**config.mk**
```make
export PLATFORM = sky130hd
export DESIGN_NAME = demux8_scheduler
export DESIGN_NICKNAME = d
export VERILOG_FILES = /design/src/rtl/demux8_scheduler.sv
export SDC_FILE = /design/constraint.sdc
export NUM_CORES = 1
export LEC_CHECK = 0
export CAP_MARGIN = 0
export CORE_MARGIN = 4
export CORE_UTILIZATION = 32
export CTS_BUF_LIST = sky130_fd_sc_hd__clkbuf_16
export CTS_CLUSTER_DIAMETER = 80
export DETAILED_ROUTE_END_ITERATION = 6
export PLACE_DENSITY = 0.49
export SYNTH_ARGS = -nofsm -noshare
export SYNTH_HDL_FRONTEND = slang
export SYNTH_SLANG_ARGS = --single-unit
```
**constraint.sdc**
```tcl
create_clock -name clk -period 4.02 [get_ports clk]
set_input_delay 0.402 -clock clk [delete_from_list [all_inputs] [get_ports clk]]
set_output_delay 0.402 -clock clk [all_outputs]
set_load 0.03 [all_outputs]
```
**src/rtl/demux8_scheduler.sv**
```systemverilog
// Sequencing controller for the 1-to-8 demux: buffers one upstream word, picks a sink by
// round-robin over enabled+ready destinations, and drives a/en/sel for one cycle per word.
module demux8_scheduler #(
  parameter int W       = 1,
  parameter int TIMEOUT = 15
) (
  input  logic         clk,
  input  logic         rst,
  input  logic         in_valid,
  input  logic [W-1:0] in_data,
  output logic         in_ready,
  input  logic [7:0]   dst_mask,
  input  logic [7:0]   dst_ready,
  output logic [W-1:0] a,
  output logic         en,
  output logic [2:0]   sel,
  output logic         drop,
  output logic [15:0]  delivered
);

  typedef enum logic [1:0] {IDLE, HOLD, DRIVE} state_t;

  localparam logic [7:0] WAIT_LAST = 8'(TIMEOUT - 1);

  state_t         state_q, state_d;
  logic [W-1:0]   buf_q, buf_d;
  logic [7:0]     wait_q, wait_d;
  logic [2:0]     ptr_q, ptr_d;
  logic [2:0]     sel_q, sel_d;
  logic [W-1:0]   a_q, a_d;
  logic           en_q, en_d;
  logic [15:0]    delivered_q, delivered_d;

  logic [7:0]     eligible;
  logic           found;
  logic [2:0]     winner;
  logic [2:0]     rr_idx;
  logic           drop_c;

  // Round-robin search starting at ptr; the lowest offset from ptr wins.
  always_comb begin
    eligible = dst_mask & dst_ready;
    found    = 1'b0;
    winner   = 3'd0;
    rr_idx   = 3'd0;
    for (int i = 0; i < 8; i++) begin
      rr_idx = ptr_q + 3'(i);
      if (!found && eligible[rr_idx]) begin
        found  = 1'b1;
        winner = rr_idx;
      end
    end
  end

  always_comb begin
    state_d     = state_q;
    buf_d       = buf_q;
    wait_d      = wait_q;
    ptr_d       = ptr_q;
    sel_d       = sel_q;
    a_d         = a_q;
    en_d        = 1'b0;
    delivered_d = delivered_q;
    drop_c      = 1'b0;
    case (state_q)
      IDLE: begin
        if (in_valid) begin
          buf_d   = in_data;
          wait_d  = 8'd0;
          state_d = HOLD;
        end
      end
      HOLD: begin
        if (found) begin
          sel_d   = winner;
          a_d     = buf_q;
          en_d    = 1'b1;
          state_d = DRIVE;
        end else if (wait_q == WAIT_LAST) begin
          drop_c  = 1'b1;
          state_d = IDLE;
        end else begin
          wait_d = wait_q + 8'd1;
        end
      end
      DRIVE: begin
        ptr_d       = sel_q + 3'd1;
        delivered_d = delivered_q + 16'd1;
        state_d     = IDLE;
      end
      default: state_d = IDLE;
    endcase
  end

  always_ff @(posedge clk) begin
    if (rst) begin
      state_q     <= IDLE;
      buf_q       <= '0;
      wait_q      <= 8'd0;
      ptr_q       <= 3'd0;
      sel_q       <= 3'd0;
      a_q         <= '0;
      en_q        <= 1'b0;
      delivered_q <= 16'd0;
    end else begin
      state_q     <= state_d;
      buf_q       <= buf_d;
      wait_q      <= wait_d;
      ptr_q       <= ptr_d;
      sel_q       <= sel_d;
      a_q         <= a_d;
      en_q        <= en_d;
      delivered_q <= delivered_d;
    end
  end

  // Handshake and drop are combinational from state, masked while reset is asserted.
  assign in_ready  = (state_q == IDLE) & ~rst;
  assign drop      = drop_c & ~rst;
  assign a         = a_q;
  assign en        = en_q;
  assign sel       = sel_q;
  assign delivered = delivered_q;

endmodule

```
### Word level (Yosys, flattened, before mapping)

Index checks and enable logic that the tools add are counted.

| word-level totals | value |
|---|---|
| output and inout bits | 23 |
| word-level logic and storage cells | 103 |
| input bits | 20 |
| flip-flop bits (word level) | 35 |

| operators by class | value |
|---|---|
| equality and inequality tests | 7 |
| order comparisons | 8 |
| muxes and demuxes | 44 |
| reduce and logical (&&, ||, !) cells | 21 |
| add/subtract/negate cells | 10 |
| bitwise logic cells | 5 |

Operator list:

| cell | count |
|---|---|
| $lt A3 B4 Y1 const B | 8 |
| $bmux W1 S3 | 8 |
| $mux W3 | 8 |
| $mux W8 | 3 |
| $mux W1 | 20 |
| $add A16 B1 Y16 const B | 1 |
| $pmux W8 S2 | 1 |
| $add A3 B3 Y3 const B | 4 |
| $add A8 B1 Y8 const B | 1 |
| $and A8 B8 Y8 | 1 |
| $eq A8 B4 Y1 const B | 1 |
| $logic_and A1 B1 Y1 | 7 |
| $logic_not A1 Y1 | 7 |
| $add A3 B1 Y3 const B | 2 |
| $add A3 B2 Y3 const B | 2 |
| $mux W2 | 3 |
| $ne A2 B2 Y1 const B | 3 |
| $reduce_and A2 Y1 | 3 |
| $pmux W2 S2 | 1 |
| $reduce_and A4 Y1 | 1 |
| $ne A3 B3 Y1 const B | 1 |
| $and A1 B1 Y1 | 2 |
| $eq A2 B1 Y1 const B | 1 |
| $eq A2 B2 Y1 const B | 1 |
| other kinds (4) | 5 |

### Depth between registers and ports, before layout

| depth | value |
|---|---|
| depth in word-level cells | 28 |
| mapped depth | 13 |
| gate-level depth less buffers | 9 |

### Worst setup path before layout

No wires, ideal clock.

| timing path | value |
|---|---|
| kind | register to output |
| from | reg ptr_q[1] |
| to | out drop |
| data required time | 3.618 ns |
| path buffers | 3 |
| arrival | 3.446 ns |
| slack | 0.172 ns |
| stages on the path, launching flop included | 12 |
| cell sequence | dfxtp_1 clkbuf_1 inv_2 ha_1 nor2b_1 or2_2 clkbuf_1 mux4_2 nor4b_2 buf_2 nand2_1 nor4_1 |

| on the way | value |
|---|---|
| word-level cells in the longest chain between the ends | 27 |
| elaborated cells between the ends (all ways) | 48 |
| those cells by class | 7 x add/sub; 26 x mux; 1 x bitwise; 14 x reduce/logical |

Ends and longest elaborated chain:

| item | line | source |
|---|---|---|
| start, declared | 28 | `logic [2:0] ptr_q, ptr_d;` |
| start signal, assigned | 109 | `ptr_q <= ptr_d;` |
| parallel branches: the longest is 23 deep, another holds $add A3 B1 Y3 | n/a |  |
| $mux W1 * | 48 | `if (!found && eligible[rr_idx]) begin` |
| $mux W1 * | 74 | `if (found) begin` |
| $mux W1 * | 65 | `case (state_q)` |
| $and A1 B1 Y1 * | 119 | `assign drop = drop_c & ~rst;` |
| end, declared | 17 | `output logic drop,` |

Every way passes the cells marked *. The select of a mux whose other input is x is not followed.

### Worst setup path in the final report

| timing path | value |
|---|---|
| from | reg ptr_q[0] |
| to | out drop |

Same word-level chain as after synthesis.

==> results by group <==
STA
  • Crit path time final: 3.59 ns
  • Max-slew violations: 0
  • Fin. Hold Viols: 0
  • Setup_tns: 0 ns
  • Worst hold slack: 0.494 ns
  • # setup viols final: 0
  • Slew HR: 57.0%
  • Fmax: 0.278 GHz
  • Worst Skew: 0.00757 ns
  • Part of the cycle the worst path needs: 89.4%
  • Slew @ Worst Pin: 0.644 ns
  • RSZ-0062 raised after global routing: no

Hold path
  • HP Class: reg -> reg
  • Hold depth: 2
  • Hold Path Sink: wait_q[3]$_SDFFE_PP0P_
  • Hold_sp: wait_q[3]$_SDFFE_PP0P_

Layout
  • Nets: 382
  • Final Core Density: 42.2%
  • Ratio of cells with drive above 1 in the final layout: 11.2%
  • Area Growth Syn to Fin: 27.1%
  • Diodes inserted: 0

Placement
  • Global placement routability congestion: 0.854
  • Placed wire-length estimate: 5100 um
  • IO Port Bufs: 42

Setup path
  • Worst reg2reg startpoint: ptr_q[0]$_SDFFE_PP0N_
  • CP max-delay cell: xor2_1
  • CP startpoint kind: flip-flop
  • R2R depth: 9
  • Worst Path Required: 3.62 ns
  • Chain of cells forming the critical path: buf_4 > ha_1 > xor2_1 > mux2_2 > nor4_4 > nand2_1 > nor4_1 > buf_4
  • Worst Path Max Fanout: 27
  • Flop2flop setup slack: 0.70 ns
  • Critical Path AT: 3.19 ns
  • Top cell by count, worst path: buf_4
  • Setup CP Type: reg -> out
  • R2r endpoint: wait_q[6]$_SDFFE_PP0P_
  • Worst Setup End Kind: output port
  • Critical path's largest stage delay: 0.47 ns

Route
  • Remaining DRCs: 0
  • Antenna Nets Post-Route: 0
  • Vias: 2,413
  • Initial drt markers: 126
  • Wire per inst: 14.9 um
  • Routed WL: 6820 um
  • Drt pass-1 iters: 4
  • Avg Vias per Cell: 5.26

Clock tree
  • Post-CTS Resized: 0
  • Worst-path clk slew: 0.06 ns
  • CTS tree: done
  • Clock Sinks: 35
  • CTS Hold Buffers Added: 0
  • CTS Root Cell: clkbuf_16
  • Clock Latency Late Sink: 0.28 ns
  • CTS Buffer Depth: 2
  • Number of H-tree branching levels: 2
  • Cts bufs inserted: 5
  • Post-CTS Setup Repair Bufs: 0

Logic synthesis
  • Netlist cell types: 52
  • Top cells by area, synth: dfxtp_1 27%, mux4_2 9.6%, nor2_1 4.5%
  • Post-Syn Area per Cell: 8.19 sq um
  • Synth Instances: 315
  • Synthesis-stage register bit count: 35
  • EDFF count, synth: 0
  • Yosys top cell by area: dfxtp_1
  • Yosys top cell area share: 27.2%
  • Async SR Flop Fraction: 0%
  • Synth warnings: 0
  • Sequential-to-total area share from yosys stat: 27.2%
  • Synthesized Nets: 341
  • Synth Cell Area: 0.00258 sq mm
  • Synth Flop Type: dfxtp_1

Pwr
  • Static leakage: 1.16 nW
  • IR drop worst, VDD: 0.177 mV
  • Power per cell area: 321 mW/mm^2
  • Total power: 1.05 mW

Global route
  • Global-route wire length before repair: 11,500 um
  • Vias in the first global route: 2,268
  • Largest net degree at the start of global routing: 33
  • Total GRT Usage: 14.6%
  • Total grt overflow: 0
  • Initial antenna violation count: 0

Status
  • Status: completed

Die
  • FP Rows: 32
  • Die ar.: 0.00956 sq mm
  • Ports: 43
  • DIE HEIGHT: 97.8 um
  • Starting density of the core: 33.2%
  • Die width: 97.8 um
  • Core area: 0.00777 sq mm

Job
  • Max cap viols: 0
[final cells by class]
type / instances / area (sq um)
clock buffer: 5 / 125
clock inverter: 3 / 43.8
fill: 817 / 4490
inverter: 13 / 48.8
multi-input combinational: 251 / 1750
sequential: 35 / 701
tap: 102 / 128
timing repair buffer: 50 / 478
[through the flow]
stage	cell area [sq um]	cells	setup slack [ns]
floorplan	2580	315	0.172
global placement	3110	451	0.579
detailed placement	3110	451	0.587
CTS	3280	459	0.367
global route	3280	459	0.131
finish	3280	459	0.426
[metal layers]
layer / global-route usage (%) / routed length, um / vias up
met5: 0 / 0 / -
met4: 3.94 / 94 / 0
met3: 3.50 / 216 / 8
met2: 22.9 / 3080 / 39
met1: 20.1 / 3430 / 1143
li1: - / - / 1223
[Yosys cell counts, drive strengths merged, types with 3 or more instances]
library cell  instances
mux2i                11
or3                   9
nor2b                 8
nand4                 3
xor2                  8
and2                  9
nand3                21
a22oi                 3
clkbuf                9
mux2                  3
nand2                23
a221oi                3
nor4                  4
nand2b                9
ha                    6
nor3                  5
mux4                 11
o211ai                3
inv                  13
o21ai                22
a31oi                 3
xnor2                 6
a21oi                18
o21a                  3
nor2                 31
buf                   7
and3                  5
dfxtp                35
[flip-flops by register name, summed over array words and instances, names as in the netlist]
| name | count |
|---|---|
| sel | 3 |
| en | 1 |
| buf_q | 1 |
| state_q | 2 |
| ptr_q | 3 |
| delivered | 16 |
| a | 1 |
| wait_q | 8 |
[critical path, delay by kind of cell, from the launching register on]
family | cells | cell delay [ns]
buffers and inverters | 2 | 0.53
adder cells (fa/ha/maj) | 1 | 0.28
AND/OR/NAND/NOR | 3 | 0.84
multiplexers | 1 | 0.44
XOR/XNOR | 1 | 0.47
flip-flops | 1 | 0.34
[worst max path at each step]
stage | slack [ns] | start | depth (start not counted) | to
after global placement | 0.58 | dst_mask[5] | 8 | drop
final | 0.43 | ptr_q[0]$_SDFFE_PP0N_ | 8 | drop
after detailed placement | 0.59 | dst_mask[4] | 8 | drop
after floorplan | 0.17 | ptr_q[1]$_SDFFE_PP0N_ | 11 | drop
after CTS | 0.37 | ptr_q[0]$_SDFFE_PP0N_ | 8 | drop
after global routing | 0.13 | ptr_q[0]$_SDFFE_PP0N_ | 9 | drop
[layout by cell type, fill, tap and decap left out, types with 8 or more instances in the layout]
cell             count
nand3_1             21
mux2i_1             11
nand2_1             23
inv_1               10
clkdlybuf4s50_1     41
or3_1                9
xor2_1               8
and2_1               8
nor2_1              31
buf_4                9
nor2b_1              8
nand2b_1             9
mux4_2              11
a21oi_1             17
dfxtp_1             35
o21ai_0             18
[kinds of logic (layout without fill, tap and decap cells)]
kind of cell / count (synthesis) / count (layout) / synth area share, %
AOI/OAI and AO/OA: 70 / 70 / 17.2
xor gates and xnor gates: 14 / 14 / 4.76
adders and majority gates: 6 / 6 / 2.91
buffers and inverters: 29 / 71 / 4.85
DFF: 35 / 35 / 27.2
muxes: 25 / 25 / 15.2
and+or+nand+nor: 136 / 136 / 27.9
[power breakdown]
group | switching, mW | internal (mW)
combinational | 0.132 | 0.111
clock | 0.148 | 0.292
sequential | 0.0126 | 0.355
total | 0.293 | 0.758
(Power assumes the default switching activity.)
==> RTL edit 1 (config.mk and constraints unchanged) <==
Re-encode `state_t` (3 states) as one-hot, 3 bits wide.
--- a/src/rtl/demux8_scheduler.sv
+++ b/src/rtl/demux8_scheduler.sv
@@ -18,7 +18,7 @@
   output logic [15:0]  delivered
 );
 
-  typedef enum logic [1:0] {IDLE, HOLD, DRIVE} state_t;
+  typedef enum logic [2:0] {IDLE = 3'b001, HOLD = 3'b010, DRIVE = 3'b100} state_t;
 
   localparam logic [7:0] WAIT_LAST = 8'(TIMEOUT - 1);
 
Check against the original RTL: same outputs for any inputs over 10 cycles, from zero or initial values and one cycle with rst high; not proved beyond that.
==> RTL edit 1 against the unedited design <==
Area after synthesis grew 6.0%; total power fell by 19%; sequential share of layout area decreased by 0.21 points; utilization down 0.98 points; worst setup slack worse by 0.15 ns; routed wire length fell by 1.3%; die area is 5.5% higher; cell area increased by 3.9%; first-iteration DRC count rose by 2.4%; sequential cell count grew 1; largest cell class unchanged.
==> RTL edit 1: results <==
global_routing:
  grt_util_met2_pct: 20.69
  grt_use_met3_pct: 3.822
  grt_pass1_wl_um: 11210
  grt_pass1_vias: 2240
  grtUsageTotal_pct: 13.73
  grt_max_degree: 36
  globalRouteMet1Util_pct: 19.67
routing:
  viasPerCell: 5.341
  m1WireLength_um: 3315
  drt_iter0_drc: 129
  routed_wl_um: 6726
  wl_met2_um: 2936
pwr:
  powerComb_uw: 128
  vdd_ir_drop_max_mv: 0.1481
  switching_share_pct: 24.54
  cellLeakagePower_nw: 1.219
  p_per_area_mw_per_mm2: 250.6
synthesis:
  synthAdderAreaFrac_pct: 2.747
  synth_xor_area_share_pct: 7.418
  ys_seq_area_share_pct: 26.37
  syn_inst: 300
  yosys-top-cells-area: "dfxtp_1 (26%), mux4_1 (9.6%), nor2_1 (4.9%)"
  synthesis.nets: 326
  synth_compound_area_share_pct: 15.84
  synth_cell_types: 62
  synth.area.mux_share_pct: 18.09
  synthTopCellsByCount: "dfxtp_1 (36), nor2_1 (36), nand2_1 (29)"
cells_and_area:
  buffer_area_share_pct: 14.56
  layout-drive-gt1-share_pct: 11.92
  multi_input_area_share_pct: 55.33
  final-clk-cell-share_pct: 4.007
  seq_share_pct: 21.18
  nNetsFinal: 369
  num-multi-input-gates: 239
  fin_area_mm2: 0.003403
  n_all_buffers: 52
worst_setup_path:
  path_delay_family: "flip-flops"
  ff2ff_setup_slack_ns: 0.98
  crit_arrival_ns: 3.35
  critPathSlowestCell: "dfxtp_1"
outcome:
  outcome: "completed"
floorplanning:
  core-area_mm2: 0.008258
timing:
  min_period_over_period_pct: 93.23
clock_network:
  clkSinkCount: 36
placement:
  place.gp.congestion: 0.8240
RTL edit 1: changes by cell type after synthesis, moves of 7 or more:
cell     change
mux2i_1      -8
mux4_1      +10
nand3_1      -8
o21ai_0      -7
RTL edit 1: path summary, 6_finish.rpt:
check,depth (start not counted),end,startpoint
setup reg to reg,9,sel[0]$_SDFFE_PP0P_,ptr_q[0]$_SDFFE_PP0N_
hold reg to reg,2,buf_q$_SDFFE_PP0P_,buf_q$_SDFFE_PP0P_
setup / recovery,8,drop,ptr_q[0]$_SDFFE_PP0N_
hold / removal,2,buf_q$_SDFFE_PP0P_,buf_q$_SDFFE_PP0P_
RTL edit 1: worst register-to-register path, delay by kind of cell (launching register included):
kind	cells	cell delay, ns
compound gates	3	0.91
xor+xnor	1	0.19
fa+ha+maj	1	0.35
buf+inv	1	0.24
flops	1	0.69
mux	2	0.50
simple gates	1	0.07
==> RTL edit 2 (same settings) <==
Made on the original files. Set the parameter `TIMEOUT` to 8 (it was 15).
--- a/src/rtl/demux8_scheduler.sv
+++ b/src/rtl/demux8_scheduler.sv
@@ -2,7 +2,7 @@
 // round-robin over enabled+ready destinations, and drives a/en/sel for one cycle per word.
 module demux8_scheduler #(
   parameter int W       = 1,
-  parameter int TIMEOUT = 15
+  parameter int TIMEOUT = 8
 ) (
   input  logic         clk,
   input  logic         rst,
Function: changed (Yosys sat finds a counterexample within 10 cycles, from zero or initial values and one cycle with rst high).
==> RTL edit 2 against the unedited design <==
Total power up 0.89%; cell count fell by 5.2%; clock power down 2%; cell area shrank 0.19%; non-clock buffer count shrank 2; worst setup slack better by 0.016 ns; global-route usage fell by 0.78 points; sequential cell count unchanged; area after synthesis increased by 0.97%; routed wire length fell by 3.8%.
==> RTL edit 2: results <==
routing:
  dr_wl_met3_um: 377
  wl_met2_um: 2899
  dr_total_vias: 2320
  routed_wl_um: 6560
  m1WireLength_um: 3219
  drt_iter0_drc: 155
  dr.pass1.iters: 4
hold_path:
  holdPathEnd: "wait_q[1]$_SDFFE_PP0P_"
  min-delay-start: "wait_q[1]$_SDFFE_PP0P_"
pwr:
  powerComb_uw: 258
  vdd_ir_drop_max_mv: 0.1537
  p_sw_uw: 298.9
  pwr-share-clk_pct: 40.9
placement:
  dpl-instance-area_mm2: 0.003107
  dp_hpwl_um: 4987
  place.gp.congestion: 0.8278
synthesis:
  yosys-top-cells-area: "dfxtp_1 (27%), mux4_2 (8.6%), mux4_1 (5.0%)"
  synth_cell_types: 63
  ys_seq_area_share_pct: 26.91
  synthTopCellsByCount: "dfxtp_1 (35), nor2_1 (34), nand2_1 (26)"
  yosysWarnings: 0
  synthesis.nets: 317
worst_setup_path:
  r2r_cells: 7
  crit_arrival_ns: 3.18
  crit_fanout: 9
  ff2ff_setup_slack_ns: 0.83
  r2r-start: "ptr_q[1]$_SDFFE_PP0N_"
global_routing:
  grtUsageTotal_pct: 13.83
  top_usage_layer: "met1"
  grt_util_met2_pct: 20.16
  grt_pass1_vias: 2155
  grt_max_degree: 32
  grt_pass1_wl_um: 11030
  globalRouteMet1Util_pct: 20.82
  grt_use_met3_pct: 2.857
  antenna_found_initial: 0
clock_network:
  clk_path_buf_depth: 2
cells_and_area:
  nNetsFinal: 357
  layout-drive-gt1-share_pct: 12.31
  n_fill_cell: 803
  diodes: 0
timing:
  max_slew_margin_pct: 49.91
  skew_ns: 0.004178
outcome:
  outcome: "completed"
[RTL edit 2: cells by family after synthesis]
logic type | count (synthesis) | synth area share, %
compound gates | 58 | 14.37
xor+xnor | 20 | 7.304
fa+ha+maj | 5 | 2.403
buf+inv | 24 | 4.661
flops | 35 | 26.91
mux | 24 | 17.73
simple gates | 126 | 26.62
[RTL edit 2: per-stage QoR]
stage	hold WS, ns	total power [mW]	utilization [%]	std cells	setup WS, ns
after floorplan	0.4443	0.5589	-	292	0.4346
after global placement	0.4574	0.6362	39.79	427	0.7810
after detailed placement	0.4655	0.6323	39.79	427	0.7402
after CTS	0.4717	1.071	41.89	435	0.4400
after global routing	0.4864	1.107	41.89	435	0.1341
final	0.4707	1.061	41.89	435	0.4413
[RTL edit 2: critical path: stages (launching register included)]
cell	delay, ns
dfxtp_1	0.53
ha_1	0.40
xor2_2	0.24
mux4_2	0.62
nor4_4	0.49
nand2_1	0.10
nor4_1	0.30
buf_4	0.22
[RTL edit 2: worst max-delay path by stage]
stage               endpoint  cells past startpoint                  start  slack [ns]
finish                  drop                      7  ptr_q[1]$_SDFFE_PP0N_        0.44
CTS                     drop                      7  ptr_q[1]$_SDFFE_PP0N_        0.44
floorplan               drop                      8  ptr_q[0]$_SDFFE_PP0N_        0.43
global placement        drop                      8            dst_mask[1]        0.78
global route            drop                      7  ptr_q[1]$_SDFFE_PP0N_        0.13
detailed placement      drop                      7  ptr_q[1]$_SDFFE_PP0N_        0.74
[RTL edit 2: cell type report]
type,count,area share (%)
multi-input cells,233,54.48
flip-flops and latches,35,21.42
repair buffers,48,14.15
well taps,102,3.902
clock buffers,5,3.826
clock inverters,3,1.186
inverters,9,1.033
